==> src/rtl/regfile_pkg.sv <==
// Shared constants, sweep FSM states and the read-port select helper for the
// parametrised register bank. The CPU top reuses the default widths from here.
package regfile_pkg;

  localparam int DATA_W_DEF = 16;
  localparam int ADDR_W_DEF = 4;

  typedef enum logic {
    ST_IDLE,
    ST_SWEEP
  } state_e;

  typedef enum logic [1:0] {
    SEL_ARRAY,
    SEL_FWD,
    SEL_ZERO
  } rsel_e;

  // A blanked port (sweep running or hardwired zero entry) beats forwarding.
  function automatic rsel_e readSel(input logic blank, input logic fwdHit);
    if (blank) begin
      return SEL_ZERO;
    end
    if (fwdHit) begin
      return SEL_FWD;
    end
    return SEL_ARRAY;
  endfunction

endpackage

==> src/rtl/regfile_read_port.sv <==
// One combinational read port: array lookup, write forwarding, zero-register
// and sweep blanking for both the data and the pending bit.
module regfile_read_port
  import regfile_pkg::*;
#(
  parameter int DATA_W   = DATA_W_DEF,
  parameter int ADDR_W   = ADDR_W_DEF,
  parameter int DEPTH    = 2 ** ADDR_W,
  parameter int ZERO_REG = 1,
  parameter int BYPASS   = 1
) (
  input  logic [ADDR_W-1:0]             raddr_i,
  input  logic [DEPTH-1:0][DATA_W-1:0]  mem_i,
  input  logic [DEPTH-1:0]              pend_i,
  input  logic                          sweeping_i,
  input  logic                          weEff_i,
  input  logic [ADDR_W-1:0]             waddr_i,
  input  logic [DATA_W-1:0]             wdata_i,
  input  logic                          rsvEff_i,
  input  logic [ADDR_W-1:0]             rsvAddr_i,
  output logic [DATA_W-1:0]             rdata_o,
  output logic                          pend_o
);

  logic  blank;
  logic  fwdHit;
  logic  rsvHit;
  rsel_e sel;

  // A same-cycle reserve keeps the stored pending bit visible even while the
  // data itself is forwarded, because the reserve wins over the write.
  always_comb begin
    blank   = sweeping_i || ((ZERO_REG != 0) && (raddr_i == '0));
    fwdHit  = (BYPASS != 0) && weEff_i && (waddr_i == raddr_i);
    rsvHit  = rsvEff_i && (rsvAddr_i == raddr_i);
    sel     = readSel(blank, fwdHit);
    rdata_o = mem_i[raddr_i];
    pend_o  = pend_i[raddr_i];
    case (sel)
      SEL_ZERO: begin
        rdata_o = '0;
        pend_o  = 1'b0;
      end
      SEL_FWD: begin
        rdata_o = wdata_i;
        pend_o  = rsvHit ? pend_i[raddr_i] : 1'b0;
      end
      default: begin
      end
    endcase
  end

endmodule

==> src/rtl/regfile_scoreboard.sv <==
// Register bank with per-entry pending bits and a one-entry-per-cycle clear
// sweep; decode reads and reserves, writeback writes.
module regfile_scoreboard
  import regfile_pkg::*;
#(
  parameter int DATA_W   = DATA_W_DEF,
  parameter int ADDR_W   = ADDR_W_DEF,
  parameter int ZERO_REG = 1,
  parameter int BYPASS   = 1
) (
  input  logic              clk,
  input  logic              reset_n,
  input  logic              clear,
  output logic              clear_busy,
  input  logic              we,
  input  logic [ADDR_W-1:0] waddr,
  input  logic [DATA_W-1:0] wdata,
  input  logic [ADDR_W-1:0] raddr_a,
  output logic [DATA_W-1:0] rdata_a,
  input  logic [ADDR_W-1:0] raddr_b,
  output logic [DATA_W-1:0] rdata_b,
  input  logic              rsv_en,
  input  logic [ADDR_W-1:0] rsv_addr,
  output logic              pend_a,
  output logic              pend_b
);

  localparam int                DEPTH    = 2 ** ADDR_W;
  localparam logic [ADDR_W-1:0] LAST_IDX = ADDR_W'(DEPTH - 1);

  logic [DEPTH-1:0][DATA_W-1:0] mem_q;
  logic [DEPTH-1:0]             pend_q;
  state_e                       state_q, state_d;
  logic [ADDR_W-1:0]            sweepCnt_q, sweepCnt_d;
  logic                         busy_q, busy_d;

  logic sweeping;
  logic weEff;
  logic rsvEff;

  assign sweeping   = (state_q == ST_SWEEP);
  assign weEff      = we && !sweeping && !((ZERO_REG != 0) && (waddr == '0));
  assign rsvEff     = rsv_en && !sweeping && !((ZERO_REG != 0) && (rsv_addr == '0));
  assign clear_busy = busy_q;

  always_ff @(posedge clk or negedge reset_n) begin
    if (!reset_n) begin
      state_q    <= ST_IDLE;
      sweepCnt_q <= '0;
      busy_q     <= 1'b0;
    end else begin
      state_q    <= state_d;
      sweepCnt_q <= sweepCnt_d;
      busy_q     <= busy_d;
    end
  end

  // The sweep leaves on the edge that clears the last entry, so busy spans
  // exactly DEPTH cycles; a clear arriving mid-sweep is ignored.
  always_comb begin
    state_d    = state_q;
    sweepCnt_d = sweepCnt_q;
    busy_d     = busy_q;
    case (state_q)
      ST_IDLE: begin
        if (clear) begin
          state_d    = ST_SWEEP;
          sweepCnt_d = '0;
          busy_d     = 1'b1;
        end
      end
      ST_SWEEP: begin
        sweepCnt_d = sweepCnt_q + ADDR_W'(1);
        if (sweepCnt_q == LAST_IDX) begin
          state_d = ST_IDLE;
          busy_d  = 1'b0;
        end
      end
      default: begin
        state_d = ST_IDLE;
        busy_d  = 1'b0;
      end
    endcase
  end

  always_ff @(posedge clk or negedge reset_n) begin
    if (!reset_n) begin
      mem_q <= '0;
    end else if (sweeping) begin
      mem_q[sweepCnt_q] <= '0;
    end else if (weEff) begin
      mem_q[waddr] <= wdata;
    end
  end

  // The reserve is applied after the write so it wins on a shared address.
  always_ff @(posedge clk or negedge reset_n) begin
    if (!reset_n) begin
      pend_q <= '0;
    end else if (!sweeping && clear) begin
      pend_q <= '0;
    end else begin
      if (weEff) begin
        pend_q[waddr] <= 1'b0;
      end
      if (rsvEff) begin
        pend_q[rsv_addr] <= 1'b1;
      end
    end
  end

  regfile_read_port #(
    .DATA_W  (DATA_W),
    .ADDR_W  (ADDR_W),
    .DEPTH   (DEPTH),
    .ZERO_REG(ZERO_REG),
    .BYPASS  (BYPASS)
  ) u_port_a (
    .raddr_i   (raddr_a),
    .mem_i     (mem_q),
    .pend_i    (pend_q),
    .sweeping_i(sweeping),
    .weEff_i   (weEff),
    .waddr_i   (waddr),
    .wdata_i   (wdata),
    .rsvEff_i  (rsvEff),
    .rsvAddr_i (rsv_addr),
    .rdata_o   (rdata_a),
    .pend_o    (pend_a)
  );

  regfile_read_port #(
    .DATA_W  (DATA_W),
    .ADDR_W  (ADDR_W),
    .DEPTH   (DEPTH),
    .ZERO_REG(ZERO_REG),
    .BYPASS  (BYPASS)
  ) u_port_b (
    .raddr_i   (raddr_b),
    .mem_i     (mem_q),
    .pend_i    (pend_q),
    .sweeping_i(sweeping),
    .weEff_i   (weEff),
    .waddr_i   (waddr),
    .wdata_i   (wdata),
    .rsvEff_i  (rsvEff),
    .rsvAddr_i (rsv_addr),
    .rdata_o   (rdata_b),
    .pend_o    (pend_b)
  );

endmodule
==> config.mk <==
export PLATFORM = sky130hd
export DESIGN_NAME = regfile_scoreboard
export DESIGN_NICKNAME = d
export VERILOG_FILES = /design/src/rtl/regfile_pkg.sv /design/src/rtl/regfile_read_port.sv /design/src/rtl/regfile_scoreboard.sv
export SDC_FILE = /design/constraint.sdc
export NUM_CORES = 1
export LEC_CHECK = 0
export ABC_CLOCK_PERIOD_IN_PS = 2210
export BUFFER_PORTS_ARGS = -buffer_cell sky130_fd_sc_hd__buf_2
export CAP_MARGIN = 20
export CORE_MARGIN = 2
export CORE_UTILIZATION = 50
export DETAILED_ROUTE_END_ITERATION = 10
export PLACE_DENSITY = 0.71
export SLEW_MARGIN = 25
export SYNTH_ARGS = -nofsm -noshare
export SYNTH_HDL_FRONTEND = slang
export SYNTH_SLANG_ARGS = --single-unit
==> constraint.sdc <==
create_clock -name clk -period 2.21 [get_ports clk]
set_input_delay 0.3315 -clock clk [delete_from_list [all_inputs] [get_ports clk]]
set_output_delay 0.3315 -clock clk [all_outputs]
set_load 0.005 [all_outputs]
# ---- Word level (Yosys, flattened, before mapping)
# Cells that the tools add are included.
dict set report op_classes {
  bitwise_logic 6
  n_div 0
  muxes 51
  eq_ne 11
  shifts 0
  n_reduce_logical 23
  order_cmp 8
  add_sub_neg 1
  mul 0
}
# cell count
set ops {}
lappend ops {{256-bit two-way mux} 2}
lappend ops {{256-bit bitwise AND} 1}
lappend ops {{256-bit bitwise mux} 1}
lappend ops {{256-bit inverter} 1}
lappend ops {{16-bit binary-select mux with 4-bit select} 2}
lappend ops {{16-bit demux with 4-bit select} 2}
lappend ops {{16-bit two-way mux} 8}
lappend ops {{16-bit one-hot mux with 2 select lines} 2}
lappend ops {{4-bit by 5-bit less-than comparator with 1-bit output (second input constant)} 5}
lappend ops {{16-bit bitwise AND} 1}
lappend ops {{4-bit equality test} 4}
lappend ops {{4-bit logical NOT} 4}
lappend ops {{1-bit two-way mux} 16}
lappend ops {{2-bit two-way mux} 8}
lappend ops {{16-bit inverter} 1}
lappend ops {{16-bit bitwise OR} 1}
lappend ops {{4-bit by 1-bit >= comparator with 1-bit output (second input constant)} 3}
lappend ops {{1-bit logical AND} 12}
lappend ops {{1-bit binary-select mux with 4-bit select} 2}
lappend ops {{1-bit demux with 4-bit select} 2}
lappend ops {{1-bit one-hot mux with 2 select lines} 4}
lappend ops {{4-bit one-hot mux with 2 select lines} 1}
lappend ops {{4-bit by 1-bit adder with 4-bit output (second input constant)} 1}
lappend ops {{2-bit by 1-bit equality test with 1-bit output (second input constant)} 2}
lappend ops {{10 further kinds} 14}
dict set report word_totals {
  register_bits 278
  input_bits 37
  romBits 0
  wordCells 120
  latch_bits 0
  output_inout_bits 35
  ramBits 0
  n_memories 0
}

# ---- Longest topological paths before layout
dict set report logic_depth {
  word_depth 11
  depth_mapped 8
  depth_no_buf 5
}

# ---- By module
# Synthesis repeated with hierarchy kept, for this count alone.
dict set report unflattened {
  cells_unflattened 1385
  hier_area_um2 15975.3
}
# mod seq_area_each_um2 cells_per_inst n_inst area_each_um2
set modules_own_cells {}
lappend modules_own_cells {regfile_scoreboard 6956.7 1001 1 11250.8}
lappend modules_own_cells {regfile_read_port 0.0 192 2 2362.3}

# ---- Least setup slack after synthesis
# OpenSTA, ideal clock, no wires.
dict set report synth_timing {
  path_type {input-to-output}
  start {input raddr_b[1]}
  end {output rdata_b[0]}
  required_time_ns 1.879
  arrival_ns 1.869
  path_stages 7
  path_slack_ns 0.010
  n_path_buf 3
  cell_sequence {buf_2 > buf_4 > buf_2 > mux4_2 > a22oi_1 > nand2_1 > a22o_1}
}
dict set report synth_between {
  elab_chain_cells 8
  word_cells_on_any_way 15
  cone_classes {eq/ne: 3; mux: 9; reduce/logical: 3}
}
# element line
set synth_rtl {}
lappend synth_rtl {{start, declared} regfile_scoreboard.sv:20} ;# input logic [ADDR_W-1:0] raddr_b,
lappend synth_rtl {{4-bit equality test} regfile_read_port.sv:34} ;# fwdHit = (BYPASS != 0) && weEff_i && (waddr_i == raddr_i);
lappend synth_rtl {{1-bit logical AND} regfile_read_port.sv:34}
lappend synth_rtl {{1-bit two-way mux (2 in series)} regfile_pkg.sv:24} ;# if (fwdHit) begin
lappend synth_rtl {{2-bit two-way mux} regfile_pkg.sv:27} ;# return SEL_ARRAY;
lappend synth_rtl {{2-bit two-way mux} regfile_pkg.sv:24}
lappend synth_rtl {{2-bit by 1-bit equality test with 1-bit output / 2-bit equality test (equally long branches)} regfile_read_port.sv:39} ;# case (sel)
lappend synth_rtl {{16-bit one-hot mux with 2 select lines *} regfile_read_port.sv:39}
lappend synth_rtl {{end, declared} regfile_scoreboard.sv:21} ;# output logic [DATA_W-1:0] rdata_b,
# Mark *: on every way between the ends. The rest lies on a longest branch, timed or not. The select of a mux whose other input is x is not followed.

# ---- Worst setup path in the final report
dict set report layout_timing {
  start {register state_q}
  end {output rdata_b[5]}
}
dict set report layout_between {
  elab_chain_cells 10
  word_cells_on_any_way 14
  cone_classes {eq/ne: 2; mux: 7; reduce/logical: 5}
}
# element line
set layout_rtl {}
lappend layout_rtl {{start, declared} regfile_scoreboard.sv:33} ;# state_e state_q, state_d;
lappend layout_rtl {{start signal, assigned} regfile_scoreboard.sv:52} ;# state_q <= state_d;
lappend layout_rtl {{1-bit logical NOT} regfile_scoreboard.sv:42} ;# assign weEff = we && !sweeping && !((ZERO_REG != 0) && (waddr == '0));
lappend layout_rtl {{1-bit logical AND (2 in series)} regfile_scoreboard.sv:42}
lappend layout_rtl {{1-bit logical AND} regfile_read_port.sv:34}
lappend layout_rtl {{1-bit two-way mux (2 in series)} regfile_pkg.sv:24}
lappend layout_rtl {{2-bit two-way mux} regfile_pkg.sv:27}
lappend layout_rtl {{2-bit two-way mux *} regfile_pkg.sv:24}
lappend layout_rtl {{2-bit by 1-bit equality test with 1-bit output / 2-bit equality test (equally long branches)} regfile_read_port.sv:39}
lappend layout_rtl {{16-bit one-hot mux with 2 select lines *} regfile_read_port.sv:39}
# Marked as above.

==> flow_summary.yaml <==
cts:
  cts-root-buf: "clkbuf_16"
  clk_pin_slew_ns: 0.06
  htree_num_levels: 1
  cts.sinks: 278
  cts_tree: "yes"
  numCtsBuffers: 30
  clk_path_buf_depth: 3
  insertion_delay_ns: 0.58
run_status:
  status: "complete, but fails checks"
  violations: "negative setup slack"
synthesis:
  seq_area_frac_synth_pct: 46.11
  synth-async-reset-ratio_pct: 100.0
  yosys_warnings: 0
  synthDistinctLibCells: 48
  synth_nets: 1190
  syn-cell-area_sq_um: 15090
  avgSynthCellArea_sq_um: 13.13
  ys_seq_elements: 278
  synth-main-ff-cell: "dfrtp_1"
  synth_edf_count: 0
  postSynthCellCount: 1149
worst_setup_path:
  critical_path_class: "reg -> out"
  crit_path_end_kind: "primary output"
  worst-path-buf-inv: 2
  crit_chain: "nand2b_4, or4_4, o21a_4, buf_12, a22o_1, buf_2"
  startpoint_type: "flop"
  crit_fanout: 16
  crit_slowest_cell: "or4_4"
  arrival_ns: 2.38
  required_ns: 1.88
  slowest_delay_ns: 0.50
  cp_top_family: "simple AND/OR/NAND/NOR gates"
die:
  die_w_um: 177.7
  pin_count: 72
  start_util_pct: 50.91
  rows: 63
  core_sq_um: 29640
  die_area_sq_um: 31580
  fp.dieH_um: 177.7
timing:
  finalWorstSetupSlack_ns: -0.4985
  whs_ns: 0.07373
  skew_ns: 0.02943
  fin_crit_ns: 2.709
  setup_viol_count_final: 34
  slew_headroom_pct: 43.34
  fin_tns_setup_ns: -15.05
  min_period_over_period_pct: 122.6
  rsz0062_at_grt: "true"
  worstMarginPinSlew_ns: 0.8480
  max_freq_mhz: 369.2
  hold_viol: 0
  drv_slew: 0
hold_path:
  hold_class: "in -> reg"
final_layout:
  final_net_count: 1279
  multi_input_area_sq_um: 7637
  drive_above_1_share_pct: 33.70
  antennaDiodeCount: 0
  register_area_sq_um: 6957
  final_util_pct: 60.32
  stdcell_count: 1651
  n_fill_cell: 2314
  design_area_sq_um: 17880
  layout-area-overhead-vs-synth_pct: 18.49
place:
  place_hpwl_um: 32140
  dpl_worst_slack_ns: -0.2720
  placed_area_sq_um: 16620
  portBuffers: 71
  dp_cells: 1589
  gp_routability_congestion: 0.8739
detailed_routing:
  antenna_left: 0
  wire_per_inst_um: 30.38
  drt_iter0_markers: 1468
  vias_per_cell: 7.282
  vias: 12023
  routed_wl_um: 50160
  drc: 0
  first_pass_iters: 6
power:
  power_leakage_nw: 8.217
  peakVddDrop_v: 0.0006880
  p_seq_share_pct: 42.0
  p_per_area_nw_per_um2: 1043
  intPower_mw: 12.60
  swShare_pct: 32.41
  power_mw: 18.65
  pwr-share-clk_pct: 29.6
  comb_power_share_pct: 28.4
  netSwitchingPower_mw: 6.042
run:
  max-cap-violations: 0
global_routing:
  grt-ovfl-total: 0
  grtUsageTotal_pct: 32.61
  grt_max_degree: 78
  grt_pass1_vias: 12267
  grt_pass1_wl_um: 76210
  antenna_found_initial: 0
-- synthesized netlist by cell type, types with 3 or more instances --
library cell	n	area share (%)
a21oi_1	25	0.83
a22o_1	256	15
a22oi_1	64	3.2
and2_1	5	0.21
and3_1	4	0.17
buf_2	43	1.4
buf_4	10	0.50
clkbuf_1	84	2.1
dfrtp_1	278	46
ha_1	4	0.33
inv_1	5	0.12
mux2i_1	17	1.1
mux4_2	137	20
nand2_1	66	1.6
nand2b_1	6	0.25
nand3_1	6	0.20
nor2_1	19	0.47
nor2_2	3	0.12
nor2_8	3	0.40
nor2b_1	26	1.1
nor3_1	3	0.099
nor4_1	5	0.21
o21ai_0	29	0.96
xnor2_1	7	0.41
xor2_1	11	0.64
-- cell families (layout without fill, tap and decap cells) --
logic type	after synthesis	count (layout)	synth area share, %
xor+xnor	18	18	1.045
compound gates	387	387	20.73
flops	278	278	46.11
mux	155	155	21.65
fa+ha+maj	4	4	0.3317
buf+inv	147	259	4.370
simple gates	160	160	5.763
-- state kept, by name, indices dropped and copies added (netlist names) --
| name | flops |
|---|---|
| mem_q | 256 |
| sweepCnt_q | 4 |
| clear_busy | 1 |
| pend_q | 16 |
| state_q | 1 |
-- layout make-up --
cell class                      count  share of cell area [%]
Inverter                            5                  0.1050
Tap cell                          390                   2.729
Multi-Input combinational cell    724                   42.72
Timing Repair Buffer              199                   9.497
Sequential cell                   278                   38.91
Clock inverter                     17                   1.449
Clock buffer                       38                   4.591
-- worst register-to-register path: stages (launching register included) --
cell and delay, ns:
dfrtp_1 0.39, buf_4 0.36, nand4b_1 0.21, nor3_2 0.08
a21oi_1 0.64, buf_4 0.30, a22o_1 0.14
-- metal layers --
layer	vias up	GRT usage [%]	wire (um)
li1	4751	-	-
met1	6151	43.02	18180
met2	916	49.84	23110
met3	205	9.254	6005
met4	0	16.12	2859
met5	-	0	0
-- worst paths after layout --
path	startpoint	end	slack (ns)	cells after the start
setup / recovery	state_q	rdata_b[5]	-0.50	6
hold / removal	clear	sweepCnt_q[1]	0.07	2
setup reg to reg	state_q	mem_q[195]	0.03	6
hold reg to reg	mem_q[18]	mem_q[18]	0.52	1
max in group asynchronous	reset_n	mem_q[205]	1.15	3
min in group asynchronous	reset_n	pend_q[0]	0.33	2
-- power groups by stage --
stage | Combinational [mW] | Clock [mW] | Sequential [mW]
3_3_place_gp | 4.91 | 0 | 7.76
5_1_grt | 5.62 | 5.75 | 7.98
2_1_floorplan | 3.62 | 0 | 7.29
4_1_cts | 5.21 | 5.52 | 7.77
6_report | 5.30 | 5.52 | 7.83
3_5_place_dp | 5.09 | 0 | 7.80
-- cell usage in the layout, fill, tap and decap left out, types with 4 or more instances in the layout --
master / Yosys / routed
a21oi_1: 25 / 19
a21oi_4: 0 / 4
a22o_1: 256 / 255
a22oi_1: 64 / 57
a22oi_2: 0 / 7
and2_1: 5 / 4
and3_1: 4 / 4
buf_12: 0 / 26
buf_2: 43 / 65
buf_4: 10 / 102
bufinv_16: 0 / 6
clkbuf_1: 84 / 4
clkbuf_16: 0 / 30
clkbuf_8: 0 / 4
clkinv_2: 0 / 6
dfrtp_1: 278 / 278
ha_1: 4 / 4
inv_1: 5 / 5
mux2i_1: 17 / 17
mux4_2: 137 / 137
nand2_1: 66 / 66
nand2b_1: 6 / 5
nand3_1: 6 / 6
nor2_1: 19 / 18
nor2_2: 3 / 4
nor2b_1: 26 / 26
o21ai_0: 29 / 29
xnor2_1: 7 / 7
xor2_1: 11 / 11
-- timing repair --
item                                    CTS  global route
endpoints found under the setup margin   34            40
hold buffers                              1             0
hold endpoints to repair                 68             0
pin swaps                                10             5
gates cloned                              1             0
setup buffers                             5             0
gates resized for setup                  17             3
Power figures use the tool's default switching activity.
